`src/rtl/vga_sync_driver.sv`:
```
// VGA raster timing generator: h/v counters, 2-cycle delayed sync/blank, registered colour.
// Optional VGA_TEST_PATTERN_EN adds iPATTERN, which selects an internal 8-bar colour pattern.
module vga_sync_driver #(
  parameter int H_ACTIVE = 640,
  parameter int H_FP     = 16,
  parameter int H_SYNC   = 96,
  parameter int H_BP     = 48,
  parameter int V_ACTIVE = 480,
  parameter int V_FP     = 10,
  parameter int V_SYNC   = 2,
  parameter int V_BP     = 33
) (
  input  logic       iVGA_CLK,
  input  logic       iRST,
  input  logic [9:0] iRed,
  input  logic [9:0] iGreen,
  input  logic [9:0] iBlue,
`ifdef VGA_TEST_PATTERN_EN
  input  logic       iPATTERN,
`endif
  output logic [9:0] oVGA_X,
  output logic [9:0] oVGA_Y,
  output logic [9:0] oVGA_R,
  output logic [9:0] oVGA_G,
  output logic [9:0] oVGA_B,
  output logic       oVGA_HS,
  output logic       oVGA_VS,
  output logic       oVGA_BLANK_N,
  output logic       oVGA_SYNC_N,
  output logic       oFRAME_TICK
);

  localparam logic [9:0] H_LAST   = 10'(H_ACTIVE + H_FP + H_SYNC + H_BP - 1);
  localparam logic [9:0] V_LAST   = 10'(V_ACTIVE + V_FP + V_SYNC + V_BP - 1);
  localparam logic [9:0] HS_START = 10'(H_ACTIVE + H_FP);
  localparam logic [9:0] HS_END   = 10'(H_ACTIVE + H_FP + H_SYNC - 1);
  localparam logic [9:0] VS_START = 10'(V_ACTIVE + V_FP);
  localparam logic [9:0] VS_END   = 10'(V_ACTIVE + V_FP + V_SYNC - 1);
  localparam logic [9:0] H_VIS    = 10'(H_ACTIVE);
  localparam logic [9:0] V_VIS    = 10'(V_ACTIVE);

  logic [9:0] h_cnt;
  logic [9:0] v_cnt;
  logic       hs_s0;
  logic       vs_s0;
  logic       act_s0;
  logic       hs_d1;
  logic       vs_d1;
  logic       act_d1;
  logic [9:0] red_c;
  logic [9:0] grn_c;
  logic [9:0] blu_c;

  always_ff @(posedge iVGA_CLK) begin
    if (iRST) begin
      h_cnt <= 10'd0;
      v_cnt <= 10'd0;
    end else if (h_cnt == H_LAST) begin
      h_cnt <= 10'd0;
      v_cnt <= (v_cnt == V_LAST) ? 10'd0 : v_cnt + 10'd1;
    end else begin
      h_cnt <= h_cnt + 10'd1;
    end
  end

  assign oVGA_X      = h_cnt;
  assign oVGA_Y      = v_cnt;
  assign oVGA_SYNC_N = 1'b0;
  assign oFRAME_TICK = (h_cnt == H_LAST) && (v_cnt == V_LAST);

  always_comb begin
    hs_s0  = !((h_cnt >= HS_START) && (h_cnt <= HS_END));
    vs_s0  = !((v_cnt >= VS_START) && (v_cnt <= VS_END));
    act_s0 = (h_cnt < H_VIS) && (v_cnt < V_VIS);
  end

  // First delay stage lines up with the pixel generator's own RGB register.
  always_ff @(posedge iVGA_CLK) begin
    if (iRST) begin
      hs_d1  <= 1'b1;
      vs_d1  <= 1'b1;
      act_d1 <= 1'b0;
    end else begin
      hs_d1  <= hs_s0;
      vs_d1  <= vs_s0;
      act_d1 <= act_s0;
    end
  end

`ifdef VGA_TEST_PATTERN_EN
  localparam logic [9:0] BAR_W = 10'(H_ACTIVE / 8);
  logic [9:0] h_d1;
  logic [2:0] bar;

  always_ff @(posedge iVGA_CLK) begin
    if (iRST) h_d1 <= 10'd0;
    else      h_d1 <= h_cnt;
  end

  // Bar colour bits: R off for bars 2,3,6,7; G off for bars 4..7; B off for odd bars.
  always_comb begin
    bar   = 3'(h_d1 / BAR_W);
    red_c = iRed;
    grn_c = iGreen;
    blu_c = iBlue;
    if (iPATTERN) begin
      red_c = {10{~bar[1]}};
      grn_c = {10{~bar[2]}};
      blu_c = {10{~bar[0]}};
    end
  end
`else
  always_comb begin
    red_c = iRed;
    grn_c = iGreen;
    blu_c = iBlue;
  end
`endif

  always_ff @(posedge iVGA_CLK) begin
    if (iRST) begin
      oVGA_R       <= 10'd0;
      oVGA_G       <= 10'd0;
      oVGA_B       <= 10'd0;
      oVGA_HS      <= 1'b1;
      oVGA_VS      <= 1'b1;
      oVGA_BLANK_N <= 1'b0;
    end else begin
      oVGA_R       <= act_d1 ? red_c : 10'd0;
      oVGA_G       <= act_d1 ? grn_c : 10'd0;
      oVGA_B       <= act_d1 ? blu_c : 10'd0;
      oVGA_HS      <= hs_d1;
      oVGA_VS      <= vs_d1;
      oVGA_BLANK_N <= act_d1;
    end
  end

endmodule
```
`config.mk`:
```
export PLATFORM = sky130hd
export DESIGN_NAME = vga_sync_driver
export DESIGN_NICKNAME = d
export VERILOG_FILES = /design/src/rtl/vga_sync_driver.sv
export SDC_FILE = /design/constraint.sdc
export NUM_CORES = 1
export LEC_CHECK = 0
export BUFFER_PORTS_ARGS = -buffer_cell sky130_fd_sc_hd__buf_4
export CAP_MARGIN = 30
export CORE_MARGIN = 3
export CORE_UTILIZATION = 50
export DETAILED_ROUTE_END_ITERATION = 10
export PLACE_DENSITY = 0.87
export SYNTH_ARGS = -nofsm -noshare
export SYNTH_HDL_FRONTEND = slang
export SYNTH_SLANG_ARGS = --single-unit
```
`constraint.sdc`:
```
create_clock -name iVGA_CLK -period 5.69 [get_ports iVGA_CLK]
set_clock_uncertainty 0.05 [all_clocks]
set_input_delay 0.2845 -clock iVGA_CLK [delete_from_list [all_inputs] [get_ports iVGA_CLK]]
set_output_delay 0.2845 -clock iVGA_CLK [all_outputs]
set_load 0.02 [all_outputs]
```
==> results.sh <==
export IMPL_drt_iter0_drc=98
export IMPL_r2r_end="oVGA_Y[5]"
export IMPL_drive_gt1_frac=0.353
export IMPL_ys_seq_area_frac=0.557
export IMPL_multi_input_comb_area_um2=835
export IMPL_synth_top_family_by_area="simple AND/OR/NAND/NOR gates"
export IMPL_cts_root_to_sink_buffers=2
export IMPL_cts_setup_buffers=0
export IMPL_cts_sinks=56
export IMPL_final_common_cell="buf_4"
export IMPL_clk_latency_ns=0.29
export IMPL_cts_root_buf="clkbuf_8"
export IMPL_cts_resized=0
export IMPL_busiest_layer="met2"
export IMPL_fin_crit_ns=2.35
export IMPL_outcome="finished, final reports clean"
export IMPL_r2r_slack_ns=3.70
export IMPL_required_ns=5.36
export IMPL_grt_max_degree=32
export IMPL_initial_utilization=0.534
export IMPL_die_area_mm2=0.00482
export IMPL_synth_fa_ha_area_frac=0.0311
export IMPL_synth_compound_area_frac=0.0274
export IMPL_synth_area_mm2=0.00201
export IMPL_muxShareOfSynthArea=0.00995
export IMPL_antenna_cells=0
export IMPL_hold_class="primary input to flop"
export IMPL_gp_congestion=0.842
export IMPL_worstMarginPinSlew_ns=0.684
export IMPL_synth_nets=235
export IMPL_most_common_layout_cells="buf_4, dfxtp_1, and2_1, nor2_1, nand3_1"
export IMPL_ys_warnings_count=0
export IMPL_yosys_area_share_xor_xnor=0.0609
export IMPL_detailroute_via_count=1637
export IMPL_viasPerCell=4.95
export IMPL_core_area_mm2=0.00377
export IMPL_track_usage=0.177
export IMPL_fmax_mhz=426
export IMPL_power_density_mw_per_mm2=243
export IMPL_hold_viol=0
export IMPL_synth_simple_area_share=0.284
export IMPL_synth_cell_types=31
export IMPL_finalCritPeriodShare=0.412
export IMPL_cts_tree="done"
export IMPL_min_to="oVGA_R[6]"
export IMPL_rows=22
export IMPL_synth_seq_cells=56
export IMPL_dp_hpwl_mm=3.30
export IMPL_overflow=0
export IMPL_power_leakage_uw=0.00126
export IMPL_totalWireLength_mm=4.37
export IMPL_cts_hold_buf=0
export IMPL_rr_startpoint="oVGA_X[5]"
export IMPL_routedWlPerCell_um=13.2
export IMPL_die_h_um=69.4
export IMPL_final_nets=320
export IMPL_synthCells=198
export IMPL_holdPathStages=2
export IMPL_whs_ns=0.136
export IMPL_path_class="flop to output port"
export IMPL_nFillCells=291
export IMPL_rsz0062_at_grt="false"
export IMPL_drv_cap=0
export IMPL_cp_end_kind="output port"
export IMPL_critPathLaunchType="flop"
export IMPL_cts_max_level=2
export IMPL_met3_usage=0.0464
export IMPL_numCtsBuffers=5
export IMPL_met1_usage=0.217
export IMPL_antenna_found_initial=0
export IMPL_grt_pass1_vias=1489
export IMPL_setup_viol=0
export IMPL_die_x_um=69.4
export IMPL_syn_to_final_growth_pct=37.4
export IMPL_seq_area_mm2=0.00112
export IMPL_drtAntennaViolNets=0
export IMPL_ios=87
export IMPL_setup_tns_ns=0
export IMPL_syn_avg_cell_area_um2=10.2
export IMPL_clkTransAtPathRegs_ns=0.09
export IMPL_slew_violations=0
export IMPL_drc=0
export IMPL_ff2ff_path_depth=4
export IMPL_grt_use_met2=0.306
export IMPL_arrival_ns=2.01
export IMPL_hold_path_startpoint="iRed[6]"
export IMPL_dr_pass1_iters=4
export IMPL_slew_headroom=0.538
export IMPL_critPathMaxFanout=8
export IMPL_ir_worst_vdd_uv=121
export IMPL_grt_pass1_wl_mm=7.03
export IMPL_port_buffers=85
[flip-flops by register name (all words and copies together) (netlist names)]
register,count
oVGA_B,10
oVGA_G,10
oVGA_R,10
oVGA_X,10
oVGA_Y,10
act_d1,1
hs_d1,1
oVGA_BLANK_N,1
oVGA_HS,1
oVGA_VS,1
vs_d1,1
[worst max-delay path: stages, from the launching register on]
cell     delay (ns)
dfxtp_1        0.39
nor4b_1        0.66
nand3_1        0.24
nor2_1         0.24
buf_4          0.18
[cells in the mapped netlist (all sizes together)]
master / instances / area share
dfxtp: 56 / 0.56
and3: 7 / 0.022
nor4b: 2 / 0.0087
o21bai: 1 / 0.0037
nor4: 2 / 0.014
nor2b: 1 / 0.0031
o21ai: 2 / 0.0050
nor4bb: 2 / 0.010
nand4: 7 / 0.022
a2111oi: 1 / 0.0075
nor3: 3 / 0.0075
conb: 1 / 0.0019
nand3: 10 / 0.025
nor2: 21 / 0.039
nand2: 6 / 0.011
xnor2: 5 / 0.022
a211oi: 1 / 0.0037
ha: 5 / 0.031
or4b: 1 / 0.0068
nand2b: 1 / 0.0031
and4: 2 / 0.0087
buf: 1 / 0.0037
mux2i: 2 / 0.010
xor2: 9 / 0.039
or2: 3 / 0.0093
clkbuf: 7 / 0.013
and2: 30 / 0.093
a21oi: 3 / 0.0075
inv: 6 / 0.011
[area by class of cell]
type,instances,area share
sequential,56,0.405
multi-input combinational,128,0.302
timing repair buffer,86,0.233
clock buffer,5,0.0249
tap,48,0.0217
inverter,6,0.00814
clock inverter,2,0.00452
[report_power, final]
group / switching [uW] / internal, uW / total (uW)
Combinational: 29.2 / 32.9 / 62.1
Clock: 119 / 83.7 / 202
Sequential: 4.90 / 403 / 408
Total: 153 / 519 / 672
[stage by stage]
stage | setup WS (ns) | utilization | area [um2] | power [uW] | instances
3_5_place_dp | 3.70 | 0.712 | 2680 | 479 | 324
2_1_floorplan | 3.71 | - | 2010 | 444 | 198
3_3_place_gp | 3.73 | 0.712 | 2680 | 478 | 324
6_report | 3.34 | 0.733 | 2770 | 672 | 331
5_1_grt | 3.10 | 0.733 | 2770 | 697 | 331
4_1_cts | 3.36 | 0.733 | 2770 | 680 | 331
[worst max-delay path by stage]
stage	startpoint	end	slack, ns
floorplan	oVGA_X[0]	oFRAME_TICK	3.71
global placement	oVGA_X[5]	oFRAME_TICK	3.73
detailed placement	oVGA_X[5]	oFRAME_TICK	3.70
CTS	oVGA_X[5]	oFRAME_TICK	3.36
global route	oVGA_X[5]	oFRAME_TICK	3.10
finish	oVGA_X[5]	oFRAME_TICK	3.34
[metal layers]
layer	share of wire	routed length, um
met4	0.0066	29
met2	0.49	2130
met1	0.42	1820
met5	0	0
met3	0.090	393
[cells by family after synthesis]
group / Yosys count
AOI/OAI and AO/OA: 8
xor gates and xnor gates: 14
adders and majority gates: 5
buffers and inverters: 14
DFF: 56
muxes: 2
other: 1
and+or+nand+nor: 98
Power figures use the tool's default switching activity.
